===== src/rtl/cache_mem_arbiter.sv =====
// Arbitrates icache and dcache traffic onto the single-ported RAM. Keeps the
// two-word dcache block transfers atomic and alternates grants under contention.
//
// state  | meaning
// IDLE   | no grant; dead cycle between transfers, grant selection happens here
// DREAD  | dcache read granted, ramREN driven until ACCESS or request drops
// DWRITE | dcache write granted, ramWEN driven until ACCESS or request drops
// IREAD  | icache read granted, ramREN driven until ACCESS or request drops
module cache_mem_arbiter #(
   parameter int WORD_W = 32
) (
   input  logic              CLK,
   input  logic              nRST,
   input  logic              iREN,
   input  logic [WORD_W-1:0] iaddr,
   output logic              iwait,
   output logic [WORD_W-1:0] iload,
   input  logic              dREN,
   input  logic              dWEN,
   input  logic [WORD_W-1:0] daddr,
   input  logic [WORD_W-1:0] dstore,
   output logic              dwait,
   output logic [WORD_W-1:0] dload,
   output logic              ramREN,
   output logic              ramWEN,
   output logic [WORD_W-1:0] ramaddr,
   output logic [WORD_W-1:0] ramstore,
   input  logic [WORD_W-1:0] ramload,
   input  logic [1:0]        ramstate
);

   localparam logic [1:0] RAM_ACCESS = 2'd2;

   typedef enum logic [1:0] {
      ST_IDLE   = 2'd0,
      ST_DREAD  = 2'd1,
      ST_DWRITE = 2'd2,
      ST_IREAD  = 2'd3
   } state_e;

   state_e state_q, state_d;
   logic   last_d_q, last_d_d;
   logic   dlock_q, dlock_d;

   logic   d_req;
   logic   d_held;
   logic   ram_done;
   state_e d_state;

   assign d_req    = dREN | dWEN;
   assign d_state  = dWEN ? ST_DWRITE : ST_DREAD;
   assign d_held   = (state_q == ST_DWRITE) ? dWEN : dREN;
   assign ram_done = (ramstate == RAM_ACCESS);

   assign iload = ramload;
   assign dload = ramload;

   always_ff @(posedge CLK or negedge nRST) begin
      if (!nRST) begin
         state_q  <= ST_IDLE;
         last_d_q <= 1'b0;
         dlock_q  <= 1'b0;
      end else begin
         state_q  <= state_d;
         last_d_q <= last_d_d;
         dlock_q  <= dlock_d;
      end
   end

   always_comb begin
      state_d  = state_q;
      last_d_d = last_d_q;
      dlock_d  = dlock_q;
      ramREN   = 1'b0;
      ramWEN   = 1'b0;
      ramaddr  = '0;
      ramstore = '0;
      iwait    = 1'b1;
      dwait    = 1'b1;

      case (state_q)
         ST_IDLE: begin
            // An abandoned half block must not lock out the icache.
            if (!d_req) dlock_d = 1'b0;

            if (dlock_q && d_req)    state_d = d_state;
            else if (d_req && iREN)  state_d = last_d_q ? ST_IREAD : d_state;
            else if (d_req)          state_d = d_state;
            else if (iREN)           state_d = ST_IREAD;
         end

         ST_DREAD, ST_DWRITE: begin
            if (!d_held) begin
               state_d = ST_IDLE;
            end else begin
               ramREN  = (state_q == ST_DREAD);
               ramWEN  = (state_q == ST_DWRITE);
               ramaddr = daddr;
               if (state_q == ST_DWRITE) ramstore = dstore;
               if (ram_done) begin
                  dwait    = 1'b0;
                  state_d  = ST_IDLE;
                  last_d_d = 1'b1;
                  dlock_d  = ~daddr[2];
               end
            end
         end

         ST_IREAD: begin
            if (!iREN) begin
               state_d = ST_IDLE;
            end else begin
               ramREN  = 1'b1;
               ramaddr = iaddr;
               if (ram_done) begin
                  iwait    = 1'b0;
                  state_d  = ST_IDLE;
                  last_d_d = 1'b0;
                  dlock_d  = 1'b0;
               end
            end
         end

         default: state_d = ST_IDLE;
      endcase
   end

endmodule

===== config.mk =====
export PLATFORM = sky130hd
export DESIGN_NAME = cache_mem_arbiter
export DESIGN_NICKNAME = d
export VERILOG_FILES = /design/src/rtl/cache_mem_arbiter.sv
export SDC_FILE = /design/constraint.sdc
export NUM_CORES = 1
export LEC_CHECK = 0
export CAP_MARGIN = 20
export CORE_AREA = 2 2 104 106
export DETAILED_ROUTE_END_ITERATION = 8
export DIE_AREA = 0 0 106 108
export DONT_BUFFER_PORTS = 1
export SLEW_MARGIN = 20
export SYNTH_ARGS = -nofsm -noshare
export SYNTH_HDL_FRONTEND = slang
export SYNTH_SLANG_ARGS = --single-unit

===== constraint.sdc =====
create_clock -name CLK -period 2.3 [get_ports CLK]
set_input_delay 0.69 -clock CLK [delete_from_list [all_inputs] [get_ports CLK]]
set_output_delay 0.69 -clock CLK [all_outputs]
set_load 0.02 [all_outputs]

Yosys cells after proc, flatten, opt, wreduce, memory -nomap -nowiden
Cells that the tools add are included.
Word-level totals
  memories: 0
  bits in latches: 0
  bits in writable memories: 0
  memory bits (read-only): 0
  register bits: 4
  logic and storage cells: 58
  output and inout bits: 132
Operators by class
  div/mod/pow operators: 0
  equality and inequality tests: 10
  reductions and logical operators: 7
  bitwise operators: 2
  $add $sub $neg: 0
  mux-type cells: 36
  shift operators: 0
  order comparisons: 0
  multipliers: 0
Operators by type and width (number)
  32-bit two-way mux: 5
  32-bit case mux with 2 select lines: 1
  2-bit two-way mux: 9
  1-bit two-way mux: 17
  2-bit inequality test (second input constant): 5
  5-bit AND reduction: 2
  2-bit == test (second input constant): 3
  2-bit case mux with 3 select lines: 1
  5-bit inequality test (second input constant): 1
  1-bit case mux with 2 select lines: 2
  1-bit case mux with 3 select lines: 1
  2-bit by 1-bit == test with 1-bit output (second input constant): 1
  1-bit logical AND: 2
  2-bit zero test: 1
  2-bit nonzero test: 1
  2-bit OR reduction: 1
  1-bit inverter: 1
  1-bit bitwise OR: 1

Longest topological paths before layout
  depth in word-level cells: 5
  mapped depth: 8
  mapped depth without buffers: 6

Least setup slack after synthesis
OpenSTA, ideal clock, no wires.
  kind: register -> output
  from: register state_q[0]
  to: output ramaddr[5]
  path buffers: 2
  slack: 0.017 ns
  data required time: 1.610 ns
  arrival: 1.593 ns
  cell stages (with the launch flop): 9
  cell sequence: dfrtp_1 -> inv_1 -> ha_1 -> mux2i_2 -> nor2b_1 -> buf_6 -> buf_6 -> a22oi_1 -> nor2_1
Between the ends
  longest elaborated chain between the ends: 4
  elaborated cells on any way between the ends: 7
RTL lines
  start: declaration: line 41  | state_e state_q, state_d;
  start signal: assignment: line 64  | state_q <= state_d;
  2-bit == test: line 52, 81
  1-bit two-way mux: line 52  | assign d_held = (state_q == ST_DWRITE) ? dWEN : dREN;
  32-bit two-way mux: line 93  | if (!d_held) begin
  32-bit case mux with 2 select lines (*): line 81  | case (state_q)
  end: declaration: line 26  | output logic [WORD_W-1:0] ramaddr,
Mark *: on every way between the ends. The rest lies on a longest branch, timed or not.

Worst setup path in the final report
  from: register state_q[0]
  to: output ramaddr[24]
Same word-level chain as after synthesis.

==> qor.yml <==
finalCritPeriodShare_pct: 108
synth_cells: 220
rows: 37
data_required_time_at_the_worst_endpoint_ps: 1610
setup_tns_ps: -5090
fill_cells: 1148
post-route-drc-count: 0
yosys_warnings: 0
crit_path_end_kind: "output pin"
seq_area_um2: 101
finalWirelength_mm: 5.21
area.growth.synth_to_final_pct: 10.1
critical_path.max_stage_delay_ps: 400
post_route_clock_skew_ps: 1.37
antenna-diode-count: 0
internal_power_mw: 0.931
critical_path_peak_fanout: 24
tritoncts: "yes"
maxSlewViolCount: 0
insertion_delay_ps: 210
p_sw_share_pct: 52.9
setup_violations: 34
power_density_mw_per_mm2: 1170
routed_vias_inst: 4.20
grt_max_degree: 33
core_region_area_mm2: 0.0102
seq_power_share_pct: 6.9
violations: "negative setup slack"
first_global_vias: 1303
routed_wire_length_per_instance_um: 15.9
min-delay-path-class: "primary input to asynchronous set/reset pin"
maxCapViolCount: 0
gr-total-overflow: 0
slowest_stage: "dfrtp_1"
setup_repair_after_global_routing_missed_its_margin: "true"
timing.setup.critical_path_class: "flop to output pin"
sort_of_element_at_the_start_of_the_critical_path: "flop"
number_of_antenna_violations_at_the_first_check_in_global_routing: 0
hpwlAfterDp_mm: 4.22
floorplan.die.width_um: 106
multi_input_comb_area_um2: 971
ios: 267
crit_path_cell_trace: "inv_2, ha_4, mux2i_4, nor2b_4, buf_12, a22oi_1, nor2_1, buf_4"
drtAntennaViolNets: 0
worstMarginPinSlew_ps: 273
drt_pre_antenna_iters: 4
highest_clock_rate_mhz: 403
routabilityCongestion: 0.739
initial_core_util_pct: 15.0
synthesis.area_mm2: 0.00153
clock_network_fraction_of_design_power_pct: 7.4
mappedNetlistNets: 360
cts_inserted_buffers: 3
synth.avg_cell_area_um2: 6.96
grt_first_pass_wirelength_mm: 6.99
r2r-start: "state_q[0]"
synth_cell_types: 27
synth.ff_latch_count: 4
dp_worst_setup_slack_ps: -61.3
root_buffer: "clkbuf_8"
timing.final.ws_setup_ps: -181
max-slew-margin-rel_pct: 81.8
floorplan.die.height_um: 108
final-hold-violation-count: 0
synth.yosys.seq_area_share_pct: 6.54
die_ar_mm2: 0.0114
total_leakage_power_nw: 0.723
synthTopCellsByArea: "buf_4 32%, a22oi_1 16%, and2_1 13%, nor2_1 8.3%, dfrtp_1 6.5%"
worst-r2r-cell-count: 9
placement.io_buffers: 0
cts_num_sinks: 4
path_clk_slew_ps: 30
status: "finished, violations left"
switching_power_mw: 1.04
yosys.area.top_type_share_pct: 31.9
post_route_cells_drive_above_1_share_pct: 53.6
arrival_ps: 1790
comb_power_share_pct: 85.7
final.hold.worst_slack_ps: 172
cts.path.max_buffers: 2
reg2reg_slack_ps: 540
grt_usage_pct: 7.69
vias: 1376
dr.first_iter.drc_count: 49
crit-reg2reg-capture: "dlock_q"
htree_levels: 1
finalNetCount: 334
irDropWorstVdd_mv: 0.696
synth_top_cell_by_area: "buf_4"
min_clock_period_post_route_ps: 2480
[cell families after synthesis]
group	after synthesis	synth area share, %
DFF	4	6.54
buffers and inverters	82	38.3
AOI/OAI and AO/OA	45	21.6
muxes	2	1.55
and+or+nand+nor	82	28.0
adders and majority gates	5	4.09
[power groups by stage]
stage | combinational, mW | sequential (mW) | clock (mW)
5_1_grt | 1.84 | 0.140 | 0.155
2_1_floorplan | 1.24 | 0.125 | 0
6_report | 1.69 | 0.137 | 0.145
3_3_place_gp | 1.48 | 0.128 | 0
3_5_place_dp | 1.51 | 0.131 | 0
4_1_cts | 1.66 | 0.133 | 0.150
[synth_stat cells (all sizes together)]
cell type,n
a21o,4
a21oi,5
a22oi,32
a31oi,1
and2,34
and3,1
buf,72
clkbuf,7
dfrtp,4
ha,5
inv,3
mux2i,2
nand2,6
nand2b,1
nand3b,2
nor2,34
nor2b,2
nor4b,1
o211ai,1
o21a,1
o31ai,1
or4b,1
[per-layer routing]
metal | routed length (um) | GRT usage, % | vias up
met1 | 1580 | 6.92 | 618
met5 | 0 | 0 | -
met4 | 246 | 4.89 | 0
li1 | - | - | 614
met2 | 2860 | 15.5 | 111
met3 | 525 | 1.63 | 33
[sequential cells by signal, indices dropped and copies added, names as in the netlist]
register and count:
state_q 2, last_d_q 1, dlock_q 1
[metrics by stage]
| stage | cells | instance area (um2) | utilization, % | total power, mW |
|---|---|---|---|---|
| final | 328 | 1680 | 16.5 | 1.98 |
| after global routing | 328 | 1680 | 16.5 | 2.13 |
| after CTS | 326 | 1640 | 16.1 | 1.94 |
| after detailed placement | 320 | 1480 | 14.4 | 1.64 |
| after global placement | 320 | 1480 | 14.4 | 1.61 |
| after floorplan | 220 | 1530 | - | 1.37 |
[worst max path at each step]
| stage | startpoint | to |
|---|---|---|
| 5_1_grt | state_q[0] | ramaddr[29] |
| 2_1_floorplan | state_q[0] | ramaddr[5] |
| 3_3_place_gp | state_q[0] | ramREN |
| 3_5_place_dp | state_q[0] | ramREN |
| 4_1_cts | state_q[0] | ramaddr[12] |
| 6_report | state_q[0] | ramaddr[24] |
[final cells by class]
cell class	count	area share [%]
Sequential cell	4	6.02
Tap cell	136	10.1
Timing Repair Buffer	48	23.1
Inverter	3	0.669
Multi-Input combinational cell	134	57.7
Clock buffer	3	2.45
[worst max-delay path: cells and delay by family, from the launching register on]
family / cells / cell delay, ps
AO/OA/AOI/OAI: 1 / 150
adder cells (fa/ha/maj): 1 / 170
buffers and inverters: 3 / 450
flip-flops: 1 / 400
multiplexers: 1 / 250
AND/OR/NAND/NOR: 2 / 130
[what timing repair did]
| item | CTS | global route |
|---|---|---|
| buffers inserted | 3 | 2 |
| pin swaps | 1 | 0 |
| setup endpoints to repair | 66 | 66 |
| gates resized for setup | 44 | 7 |
| hold buffers | 0 | 0 |
[cells in the final DEF (no fill, tap or decap), types with 2 or more instances in the layout]
master    count
buf_12        2
ha_4          2
a21oi_1       4
ha_1          3
nor2_1       34
buf_4        45
a21o_1        3
inv_1         2
clkbuf_8      3
nand3b_1      2
dfrtp_1       3
a22oi_2       7
a22oi_1      25
nand2_1       6
and2_2       33
(Power assumes the default switching activity.)
